**src/rtl/park_decrypt.sv**
```systemverilog
// Parking-lot exit decoder: XOR-decrypts the exiting car's token with the lot pattern
// and returns the registered space number, a one-cycle valid and a one-hot release.
module park_decrypt #(
  parameter int WIDTH = 3
) (
  input  logic                    i_clk,
  input  logic                    i_rst,
  input  logic                    i_exit,
  input  logic [WIDTH-1:0]        i_token,
  input  logic [WIDTH-1:0]        i_pattern,
  output logic [WIDTH-1:0]        o_park_number,
  output logic                    o_valid,
  output logic [(2**WIDTH)-1:0]   o_release
);

  localparam int NSPACE = 2 ** WIDTH;

  logic [WIDTH-1:0]  w_dec;
  logic [NSPACE-1:0] w_onehot;
  logic [WIDTH-1:0]  r_park_number;
  logic              r_valid;
  logic [NSPACE-1:0] r_release;

  // Every code is a legal space, so the decode needs no range check.
  always_comb begin
    w_dec    = i_token ^ i_pattern;
    w_onehot = {{(NSPACE-1){1'b0}}, 1'b1} << w_dec;
  end

  // Reset wins over exit; idle cycles keep the last space but drop valid/release.
  always_ff @(posedge i_clk) begin
    if (i_rst) begin
      r_park_number <= {WIDTH{1'b0}};
      r_valid       <= 1'b0;
      r_release     <= {NSPACE{1'b0}};
    end else if (i_exit) begin
      r_park_number <= w_dec;
      r_valid       <= 1'b1;
      r_release     <= w_onehot;
    end else begin
      r_park_number <= r_park_number;
      r_valid       <= 1'b0;
      r_release     <= {NSPACE{1'b0}};
    end
  end

  assign o_park_number = r_park_number;
  assign o_valid       = r_valid;
  assign o_release     = r_release;

endmodule

```
**config.mk**
```make
export PLATFORM = sky130hd
export DESIGN_NAME = park_decrypt
export DESIGN_NICKNAME = d
export VERILOG_FILES = /design/src/rtl/park_decrypt.sv
export SDC_FILE = /design/constraint.sdc
export NUM_CORES = 1
export LEC_CHECK = 0
export ABC_AREA = 1
export CORE_AREA = 2 2 39 41
export CTS_CLUSTER_SIZE = 25
export DETAILED_ROUTE_END_ITERATION = 16
export DIE_AREA = 0 0 41 43
export PLACE_DENSITY = 0.67
export SETUP_SLACK_MARGIN = 0.15
export SLEW_MARGIN = 20
export SYNTH_ARGS = -nofsm -noshare
export SYNTH_HDL_FRONTEND = slang
export SYNTH_SLANG_ARGS = --single-unit
```
**constraint.sdc**
```tcl
create_clock -name i_clk -period 1.3 [get_ports i_clk]
set_clock_uncertainty 0.1 [all_clocks]
set_input_delay 0.26 -clock i_clk [delete_from_list [all_inputs] [get_ports i_clk]]
set_output_delay 0.26 -clock i_clk [all_outputs]
set_load 0.02 [all_outputs]
```
==> results.json <==
{
  "critical-path-top-delay-family": "flip-flops",
  "diodes": 0,
  "die_h_um": 43,
  "leakagePower_nw": 0.362,
  "die_w_um": 41,
  "grt_pass1_wl_um": 1460,
  "clock-root-buffer": "clkbuf_4",
  "finalSetupTns_ns": 0,
  "holdPathStages": 2,
  "crit_path_start_kind": "flop",
  "final_common_cell": "nand2_1",
  "row_count": 14,
  "powerDensity_nw_per_um2": 1190,
  "drcViolationCount": 0,
  "fin_ws_ns": 0.204,
  "finalWeightedCongestion": 0.710,
  "grtUsageTotal_pct": 12.6,
  "vias": 435,
  "finalSetupViolations": 0,
  "synth_cell_types": 9,
  "syn2layout_area_growth_pct": 46.6,
  "pin_count": 21,
  "crit_path_cell_trace": "buf_4",
  "cts_buffers": 3,
  "max_cap_violations": 0,
  "dieArea_um2": 1760,
  "mostFrequentLayoutCells": "23 x nand2_1, 12 x nor2_1, 12 x dfxtp_1",
  "drt_iter0_drc": 5,
  "synth.largest_area_cell": "dfxtp_1",
  "place_hpwl_um": 727,
  "wl_per_cell_um": 8.63,
  "drtAntennaViolNets": 0,
  "post_dp_cell_area_um2": 682,
  "path_max_fanout": 2,
  "worst_path_largest_cell_delay_ns": 0.33,
  "layout_min_cycle_time_ns": 1.10,
  "status": "complete, no violations",
  "period_share_pct": 84.3,
  "hold_slack_ns": 0.379,
  "port_buffers": 20,
  "drt_pass1_iterations": 2,
  "nets": 97,
  "postSynthCellCount": 62,
  "slowest_stage": "dfxtp_1",
  "grt_pass1_vias": 407,
  "clockBufferDepth": 2,
  "core-area_um2": 1380,
  "pre_cts_ws_ns": -0.0489,
  "ys_ff_latch": 12,
  "cts_sinks": 12,
  "synth.avg_cell_area_um2": 7.33,
  "holdBufCountCts": 0,
  "grt_max_degree": 8,
  "crit_cells": 1,
  "power_uw": 789,
  "synth_warnings": 0,
  "drive_gt1_share_pct": 25.3,
  "maxSlewHeadroom_pct": 87.6,
  "post_cts_buffers": 0,
  "path_buf_inv": 1,
  "grt-ovfl-total": 0,
  "ctsHtreeMaxLevel": 1,
  "max_freq_mhz": 912,
  "synth_top_area_share_pct": 52.9,
  "start_util_pct": 32.8,
  "synthTopCellsByArea": "dfxtp_1 53%, nand2_1 19%, nor2_1 9.9%",
  "clock_latency_ns": 0.26,
  "rsz0062_at_grt": "no",
  "ir_drop_uv": 612,
  "worst_ep_required_time_ns": 0.94,
  "fillers": 158,
  "cts_resized": 48,
  "via_per_inst": 4.22,
  "antenna_found_initial": 0,
  "fin_area_um2": 666,
  "finalHoldViolCount": 0,
  "tritoncts": "done",
  "cp.arrival_ns": 0.74,
  "crit_type": "reg2out",
  "clk_pin_slew_worst_paths_ns": 0.07,
  "tightestPinTransition_ns": 0.186,
  "synth_area_um2": 454,
  "slew_viol_final": 0,
  "yosysSeqAreaShare_pct": 52.9,
  "routed_wl_um": 889,
  "ff2ff_path_depth": 4,
  "synth_nets": 71,
  "min_path_type": "reg2reg",
  "endpoint_kind": "primary output"
}
## logic make-up after synthesis
family / Yosys count / synth area share [%]
buffers and inverters: 9 / 7.44
AND/OR/NAND/NOR: 41 / 39.7
flip-flops: 12 / 52.9
## path summary, 6_finish.rpt
kind / end / from / slack [ns]
worst min-delay path: o_park_number[2] / o_park_number[2] / 0.38
worst min register to register: o_park_number[2] / o_park_number[2] / 0.38
worst max-delay path: o_park_number[1] / o_park_number[1] / 0.20
worst max register to register: o_park_number[0] / o_park_number[0] / 0.56
## cell usage after synthesis
master	number
nor2_4	1
nand3b_1	1
nand3_2	2
nand2_1	23
inv_1	7
inv_2	2
dfxtp_1	12
nand3_1	2
nor2_1	12
## state kept, by name, indices dropped and copies added (netlist names)
register and flops:
o_release 8, o_valid 1, o_park_number 3
## report_power, final
part           leakage, nW  switching [mW]  internal, mW
combinational        0.243          0.0666        0.0542
clock               0.0210           0.113         0.170
sequential          0.0979         0.00457         0.381
total                0.362           0.184         0.605
## final cells by class
class	count	area, um2	share of cell area [%]
inverters	9	33.8	5.08
multi-input cells	41	180	27.1
well taps	16	20.0	3.01
clock buffers	4	36.3	5.45
flip-flops and latches	12	240	36.1
repair buffers	21	155	23.3
## per-layer routing
metal / vias to the layer above / track usage [%] / wire length (um)
li1: 234 / - / -
met1: 184 / 12.7 / 394
met2: 13 / 18.4 / 399
met3: 4 / 5.76 / 70
met4: 0 / 10.7 / 26
met5: - / 0 / 0
## stage by stage
step	util [%]	std cells
finish	48.1	103
floorplan	-	62
CTS	47.6	103
global route	48.1	103
global placement	49.3	99
detailed placement	49.3	99
(Power assumes the default switching activity.)
